File: config.mk
export PLATFORM = sky130hd
export DESIGN_NAME = led_ctrl_seq
export DESIGN_NICKNAME = d
export VERILOG_FILES = /design/src/rtl/led_ctrl_seq.sv
export SDC_FILE = /design/constraint.sdc
export NUM_CORES = 1
export LEC_CHECK = 0
export CORE_AREA = 2 2 177 179
export DETAILED_ROUTE_END_ITERATION = 16
export DIE_AREA = 0 0 179 181
export HOLD_SLACK_MARGIN = 0.1
export PLACE_DENSITY = 0.78
export SLEW_MARGIN = 20
export SYNTH_ARGS = -nofsm -noshare
export SYNTH_HDL_FRONTEND = slang
export SYNTH_SLANG_ARGS = --single-unit
File: constraint.sdc
create_clock -name clk -period 10.1 [get_ports clk]
set_clock_uncertainty 0.1 [all_clocks]
set_input_delay 2.02 -clock clk [delete_from_list [all_inputs] [get_ports clk]]
set_output_delay 2.02 -clock clk [all_outputs]
set_load 0.01 [all_outputs]
File: src/rtl/led_ctrl_seq.sv
// led_ctrl_seq: autonomous LED pattern sequencer feeding the blinking-LED driver
//   clk      system clock
//   resetn   asynchronous active-low reset
//   wr_en    register write strobe, one cycle per write
//   wr_addr  register write address (0 CTRL, 1 STATUS, 2..5 PAT, 6..9 DWELL)
//   wr_data  register write data
//   rd_addr  register read address
//   rd_data  registered read data, one cycle latency
//   control  LED control word presented to the driver
//   step     index of the active pattern slot
//   busy     high while stepping through slots
module led_ctrl_seq #(
  parameter int          NSTEP    = 4,
  parameter logic [31:0] RST_WORD = 32'h803d0900
) (
  input  logic        clk,
  input  logic        resetn,
  input  logic        wr_en,
  input  logic [3:0]  wr_addr,
  input  logic [31:0] wr_data,
  input  logic [3:0]  rd_addr,
  output logic [31:0] rd_data,
  output logic [31:0] control,
  output logic [1:0]  step,
  output logic        busy
);
  localparam logic [1:0] IDLE = 2'd0, RUN = 2'd1, DONE = 2'd2;
  logic [1:0]  state, state_nxt, step_nxt, ridx;
  logic [3:0]  ctrl;
  logic [31:0] cnt, cnt_nxt, dw, ctl_nxt, rd_val;
  logic [31:0] pat [NSTEP];
  logic [31:0] dwell [NSTEP];
  logic [31:0] pat_nxt [NSTEP];
  logic        ctrl_wr, step_end, is_last;
  assign busy = state == RUN;
  assign ridx = rd_addr[1:0] - 2'd2;
  always_comb begin
    ctrl_wr = wr_en && wr_addr == 4'd0;
    dw = dwell[step];
    // slot timing always uses the pre-write dwell/last values of this cycle
    step_end = state == RUN && dw != 32'd0 && cnt >= dw - 32'd1;
    is_last = step >= ctrl[3:2];
    // forward a same-cycle PAT write so control shows it right after the write edge
    for (int i = 0; i < NSTEP; i++)
      pat_nxt[i] = (wr_en && wr_addr == 4'(i + 2)) ? wr_data : pat[i];
    state_nxt = state;
    step_nxt = step;
    cnt_nxt = cnt;
    if (ctrl_wr) begin
      state_nxt = wr_data[0] ? RUN : IDLE;
      step_nxt = 2'd0;
      cnt_nxt = 32'd0;
    end else if (step_end) begin
      cnt_nxt = 32'd0;
      state_nxt = (is_last && ctrl[1]) ? DONE : RUN;
      step_nxt = !is_last ? step + 2'd1 : ctrl[1] ? ctrl[3:2] : 2'd0;
    end else if (state == RUN) begin
      // saturate so an indefinite hold never wraps into a spurious advance
      cnt_nxt = cnt + 32'(cnt != '1);
    end
    ctl_nxt = state_nxt == IDLE ? RST_WORD : pat_nxt[step_nxt];
    rd_val = rd_addr == 4'd0 ? {28'd0, ctrl} :
             rd_addr == 4'd1 ? {28'd0, state == DONE, busy, step} :
             rd_addr < 4'd6  ? pat[ridx] :
             rd_addr < 4'd10 ? dwell[ridx] : 32'd0;
  end
  always_ff @(posedge clk or negedge resetn) begin
    if (!resetn) begin
      state <= IDLE;
      step <= 2'd0;
      cnt <= 32'd0;
      ctrl <= 4'd0;
      control <= RST_WORD;
      rd_data <= 32'd0;
      for (int i = 0; i < NSTEP; i++) begin
        pat[i] <= 32'd0;
        dwell[i] <= 32'd0;
      end
    end else begin
      state <= state_nxt;
      step <= step_nxt;
      cnt <= cnt_nxt;
      control <= ctl_nxt;
      rd_data <= rd_val;
      if (ctrl_wr) ctrl <= wr_data[3:0];
      for (int i = 0; i < NSTEP; i++) begin
        pat[i] <= pat_nxt[i];
        if (wr_en && wr_addr == 4'(i + 6)) dwell[i] <= wr_data;
      end
    end
  end
endmodule

==> impl_metrics.json, run 1 <==
{
  "status": "complete, no violations",
  "core-area_sq_um": 30350,
  "dp_hpwl_um": 28880,
  "cap_violations": 0,
  "syn_nets": 1488,
  "rsz0062_at_grt": "no",
  "cts_resized": 0,
  "grt_pass1_wl_um": 75330,
  "worst_ep_arrival_time_ps": 7500,
  "vias": 12675,
  "grt_max_degree": 178,
  "timing.final.crit_share_pct": 71.01,
  "synth_largest_area_cell": "dfrtp_1",
  "drc_errors": 0,
  "hold-path-cell-count": 2,
  "syn_inst": 1408,
  "post_cts_buffers": 0,
  "grt_overflow": 0,
  "holdWs_ps": 389.6,
  "tritoncts": "built",
  "dieHeight_um": 181,
  "dp_slack_ps": 2780,
  "pwr_density_cell_nw_per_um2": 210.4,
  "area_delta_synth_final_pct": 15.33,
  "start_kind": "flop",
  "ant_nets": 0,
  "numPortBuffers": 109,
  "worst-r2r-cell-count": 19,
  "ys_seq_area_share_pct": 49.04,
  "io_pins": 110,
  "slew_violations": 0,
  "synthDistinctLibCells": 61,
  "drt-pass1-iter-count": 6,
  "wl_per_cell_um": 25.00,
  "h-tree-depth": 2,
  "syn_area_sq_um": 18390,
  "regArea_sq_um": 9020,
  "multi_input_area_sq_um": 9030,
  "grt_pass1_vias": 12962,
  "num_rows": 64,
  "place.gp.congestion": 0.8508,
  "ys_ff_latch": 360,
  "ys_warn_count": 0,
  "num-fill-cells": 2089,
  "yosysTopAreaCellShare_pct": 47.89,
  "fp.dieW_um": 179,
  "fin_tns_setup_ps": 0,
  "max_slew_margin_pct": 31.52,
  "fmax_ghz": 0.1394,
  "wl_um": 48080,
  "root_buffer": "clkbuf_16",
  "critPathKind": "flop to flop",
  "cts.sinks": 360,
  "finalHoldViolations": 0,
  "vdd_drop_max_mv": 0.1305,
  "min_period_ps": 7172,
  "synth_area_leaders": "dfrtp_1 48%, mux2_2 18%, mux4_2 7.6%",
  "vias_per_cell": 6.591,
  "antenna_found_initial": 1,
  "clkTransAtPathRegs_ps": 60,
  "setup_viol": 0,
  "setup_slack_ps": 2928,
  "endpoint_kind": "flop",
  "worstPathMaxFanout": 25,
  "hold_buffers": 0,
  "synth_top_flop_cell": "dfrtp_1",
  "worst_pin_slew_ps": 1019,
  "drt-initial-drc-count": 1219,
  "nNetsFinal": 1578,
  "async_flop_share_pct": 100.0,
  "grtUsageTotal_pct": 30.46,
  "worst_ep_required_time_ps": 10430,
  "start_util_pct": 60.60,
  "synth_edf_count": 0,
  "most-common-layout-cells": "351 x dfrtp_1, 300 x mux2_2, 105 x clkdlybuf4s50_1",
  "layout_commonest_cell": "dfrtp_1",
  "syn_area_per_cell_sq_um": 13.06,
  "drive_above_1_share_pct": 31.39,
  "hold_class": "flop to flop",
  "p_leak_uw": 0.009166,
  "r2r_setup_slack_ps": 2930,
  "cts_made_buffers": 39,
  "utilization_pct": 69.89,
  "insertion_delay_ps": 520,
  "clock_path_buffers": 3,
  "fp.dieArea_sq_um": 32400,
  "total_power_uw": 4463
}
[power by group]
part,total [uW],internal (uW),switching (uW)
combinational,1060,570,494
sequential,1940,1750,189
clock,1460,890,570
total,4460,3210,1250
[cells in the mapped netlist, types with 7 or more instances]
cell	instances
a21oi_1	26
a22oi_1	37
and3_1	8
and4_1	7
buf_1	17
clkbuf_1	54
dfrtp_1	352
dfstp_2	8
ha_1	37
inv_1	13
mux2_1	9
mux2_2	300
mux2i_1	83
mux4_2	62
nand2_1	57
nand3_1	29
nand4_1	7
nor2_1	49
nor2b_1	14
nor3_1	13
nor4_1	8
o21ai_0	51
o22ai_1	30
o2bb2ai_1	25
o31ai_1	14
xnor2_1	17
xor2_1	13
[area by class of cell]
cell class                 instances  share of cell area (%)
inverter                          13                  0.2301
multi-input combinational        951                   42.57
clock inverter                    11                  0.6725
sequential                       360                   42.53
antenna                            1                 0.01180
clock buffer                      58                   5.598
timing repair buffer             133                   6.052
tap                              396                   2.336
[cell families (layout without fill, tap and decap cells)]
family | Yosys count | count (layout) | synth area share (%)
AOI/OAI and AO/OA | 209 | 209 | 7.497
xor gates and xnor gates | 30 | 30 | 1.429
adders and majority gates | 37 | 37 | 2.517
buffers and inverters | 97 | 215 | 2.259
DFF | 360 | 360 | 49.04
muxes | 454 | 454 | 31.03
other | 0 | 1 | 0
and+or+nand+nor | 221 | 221 | 6.232
[routing by layer]
layer / GRT usage, % / routed length [um] / vias up
met5: 0 / 0 / -
met4: 9.724 / 1262 / 0
met3: 4.924 / 3212 / 86
met2: 47.97 / 23110 / 486
met1: 43.56 / 20490 / 6593
li1: - / - / 5510
[worst max-delay path: stages (launching register included)]
cell	delay, ps
dfrtp_2	980
buf_4	420
mux4_2	600
or4b_4	560
nor4_4	510
nand2b_1	150
nor4_1	500
nand2_1	140
xor2_1	180
ha_1	280
nand2_1	60
o21ai_0	70
a221oi_1	410
o2bb2ai_1	120
nor2_1	310
a211oi_1	80
o32ai_1	330
nand2_1	630
buf_4	430
o2bb2ai_1	190
[registers in the layout, summed over array words and instances, names as in the netlist]
signal	count
rd_data	32
control	32
cnt	32
dwell	128
state	2
step	2
pat	128
ctrl	4
[path summary, 6_finish.rpt]
kind                       startpoint         end
max                           step[0]  control[5]
min                           ctrl[0]     ctrl[0]
max reg2reg                   step[0]  control[5]
min reg2reg                   ctrl[0]     ctrl[0]
max in group asynchronous      resetn    pat[126]
min in group asynchronous      resetn      pat[6]
[metrics by stage]
step                area [sq um]  std cells
finish                     21210       1923
global route               21210       1923
CTS                        21190       1921
detailed placement         19860       1852
global placement           19850       1852
floorplan                  18390       1408
No activity file was read; power rests on OpenSTA's default activity.
==> inputs of run 2 (changes only) <==
Settings changed: CORE_AREA 2 2 177 179 to 2 2 179 181, DIE_AREA 0 0 179 181 to 0 0 181 183, PLACE_DENSITY 0.78 to 0.76.
Clock period 10.1 ns to 6.75 ns, I/O delays scaled along.
==> run 2 against run 1 <==
Clock-buffer cell count stayed put. Via count is 0.29% lower. Sequential power is 50% higher.
==> impl_metrics.json, run 2 (synthesis gave the netlist of run 1 again) <==
{
  "stdcell_count": 1938,
  "setup_viol": 0,
  "path_buf_inv": 1,
  "p_leak_uw": 0.009209,
  "total_power_uw": 6681,
  "clock_path_buffers": 3,
  "root_buffer": "clkbuf_16",
  "pwr_density_cell_nw_per_um2": 313.7,
  "h-tree-depth": 2,
  "critPathKind": "flop to flop",
  "antenna_found_initial": 1,
  "timing.rr.end": "control[28]",
  "num_rows": 65,
  "use_met1_pct": 42.80,
  "insertion_delay_ps": 550,
  "numPortBuffers": 109,
  "post_cts_buffers": 0,
  "core-area_sq_um": 31230,
  "wl_per_cell_um": 24.59,
  "cts.sinks": 360,
  "layout_commonest_cell": "dfrtp_1",
  "path_delay_family": "simple AND/OR/NAND/NOR gates",
  "timing.final.crit_share_pct": 92.55,
  "worst_pin_slew_ps": 1172,
  "worstPathCellList": "mux4_2 > nor4_1 > nand4b_1 > nor2_1 > and2_1 > nand2_1 > nor3_1 > xnor2_1 > ha_1 > and4_1 > a221oi_1 > o2bb2ai_1 > nor2_1 > o41ai_1 > o21ai_4 > buf_12 > mux2_1 > o2bb2ai_1",
  "grt_max_degree": 144,
  "vias_per_cell": 6.521,
  "largestRegisters": "dwell (128), pat (128)",
  "fin_tns_setup_ps": 0,
  "use_met3_pct": 5.719,
  "grt_use_met2_pct": 46.29,
  "drt-initial-drc-count": 1038,
  "tritoncts": "built",
  "start_util_pct": 58.89,
  "vias": 12638,
  "dp_hpwl_um": 29390,
  "max_stage_delay_ps": 700,
  "wl_um": 47650,
  "worst_ep_required_time_ps": 7040,
  "cts_resized": 0,
  "place_area_sq_um": 19970,
  "max_slew_margin_pct": 21.80,
  "slowest_stage": "dfrtp_2",
  "io_pins": 110,
  "grtUsageTotal_pct": 29.49,
  "rsz0062_at_grt": "no",
  "busiest_layer": "met2",
  "hold_buffers": 0,
  "status": "complete, no violations",
  "num-fill-cells": 2220,
  "drive_above_1_share_pct": 31.58,
  "drc_errors": 0,
  "hold-path-endpoint": "pat[69]",
  "dp_cells": 1868,
  "cap_violations": 0,
  "dieHeight_um": 183,
  "grt_overflow": 0,
  "area_delta_synth_final_pct": 15.79,
  "worst_ep_arrival_time_ps": 6530,
  "hold_class": "flop to flop",
  "clkTransAtPathRegs_ps": 60,
  "slew_violations": 0,
  "hold-path-cell-count": 1,
  "place.gp.congestion": 0.8722,
  "endpoint_kind": "flop",
  "ant_nets": 0,
  "worstPathMaxFanout": 41,
  "drt-pass1-iter-count": 5,
  "min-delay-start": "pat[69]",
  "grt_pass1_wl_um": 75930,
  "grt_pass1_vias": 13220,
  "fmax_ghz": 0.1601,
  "rr_startpoint": "step[0]",
  "nNetsFinal": 1587,
  "worst-r2r-cell-count": 18,
  "r2r_setup_slack_ps": 500,
  "fp.dieArea_sq_um": 33120,
  "vdd_drop_max_mv": 0.1881,
  "fp.dieW_um": 181,
  "start_kind": "flop",
  "antenna_cells": 0,
  "min_period_ps": 6247,
  "finalHoldViolations": 0,
  "most-common-layout-cells": "351 x dfrtp_1, 300 x mux2_2, 104 x clkdlybuf4s50_1",
  "cts_made_buffers": 39,
  "holdWs_ps": 413.0,
  "fin_area_sq_um": 21300
}
==> run 2: changes by cell type in the layout (fill, tap and decap cells not counted), moves of 3 or more <==
cell and delta:
buf_12 +3, clkbuf_8 -6, buf_4 +7, clkbuf_1 +5
==> run 2: worst max-delay path by stage <==
stage / start / to / slack [ps] / cells past startpoint
floorplan: step[1] / control[22] / 830 / 23
global placement: step[0] / control[15] / 710 / 21
CTS: step[0] / control[28] / 540 / 21
detailed placement: step[0] / control[23] / 590 / 21
finish: step[0] / control[28] / 500 / 18
global route: step[0] / control[28] / 160 / 21
==> run 2: area by class of cell <==
type | count | area [sq um] | area share (%)
Tap cell | 402 | 503.0 | 2.362
Timing Repair Buffer | 142 | 1376 | 6.463
Clock buffer | 58 | 1149 | 5.394
Clock inverter | 12 | 180.2 | 0.8461
Multi-Input combinational cell | 951 | 9019 | 42.35
Inverter | 13 | 48.80 | 0.2291
Sequential cell | 360 | 9020 | 42.36
==> run 2: power by group <==
| part | internal [uW] | leakage [uW] | switching, uW |
|---|---|---|---|
| registers | 2620 | 0.00451 | 290 |
| logic | 854 | 0.00406 | 734 |
| clock network | 1300 | 0.000643 | 884 |
| total | 4770 | 0.00921 | 1910 |
==> run 2: per-layer routing <==
metal	up-vias	part of all wire (%)
met2	475	46
met1	6553	44
met4	2	2.2
li1	5527	-
met3	81	7.5
met5	-	0.025
==> run 2: worst register-to-register path, stage by stage, from the launching register on <==
cell and delay (ps):
dfrtp_2 700, mux4_2 650, nor4_1 640, nand4b_1 390, nor2_1 310, and2_1 190
nand2_1 110, nor3_1 300, xnor2_1 180, ha_1 280, and4_1 240, a221oi_1 310
o2bb2ai_1 90, nor2_1 350, o41ai_1 200, o21ai_4 220, buf_12 320, mux2_1 410
o2bb2ai_1 120
==> run 2: metrics by stage <==
stage | setup WS (ps) | utilization [%]
after floorplan | 833.8 | -
after global placement | 707.0 | 63.93
after detailed placement | 588.6 | 63.93
after CTS | 544.7 | 68.19
after global routing | 161.3 | 68.19
final | 503.2 | 68.19
==> inputs of run 3 (changes only) <==
--- a/constraint.sdc
+++ b/constraint.sdc
@@ -4,2 +4,2 @@
 set_output_delay 1.35 -clock clk [all_outputs]
-set_load 0.01 [all_outputs]
+set_load 0.02 [all_outputs]
==> results of run 3 <==
Same layout as run 2 (identical final DEF). Status: complete, no violations.
Among the figures that moved: total power 6681 uW -> 6740 uW; worst IR drop on VDD 0.1881 mV -> 0.1971 mV
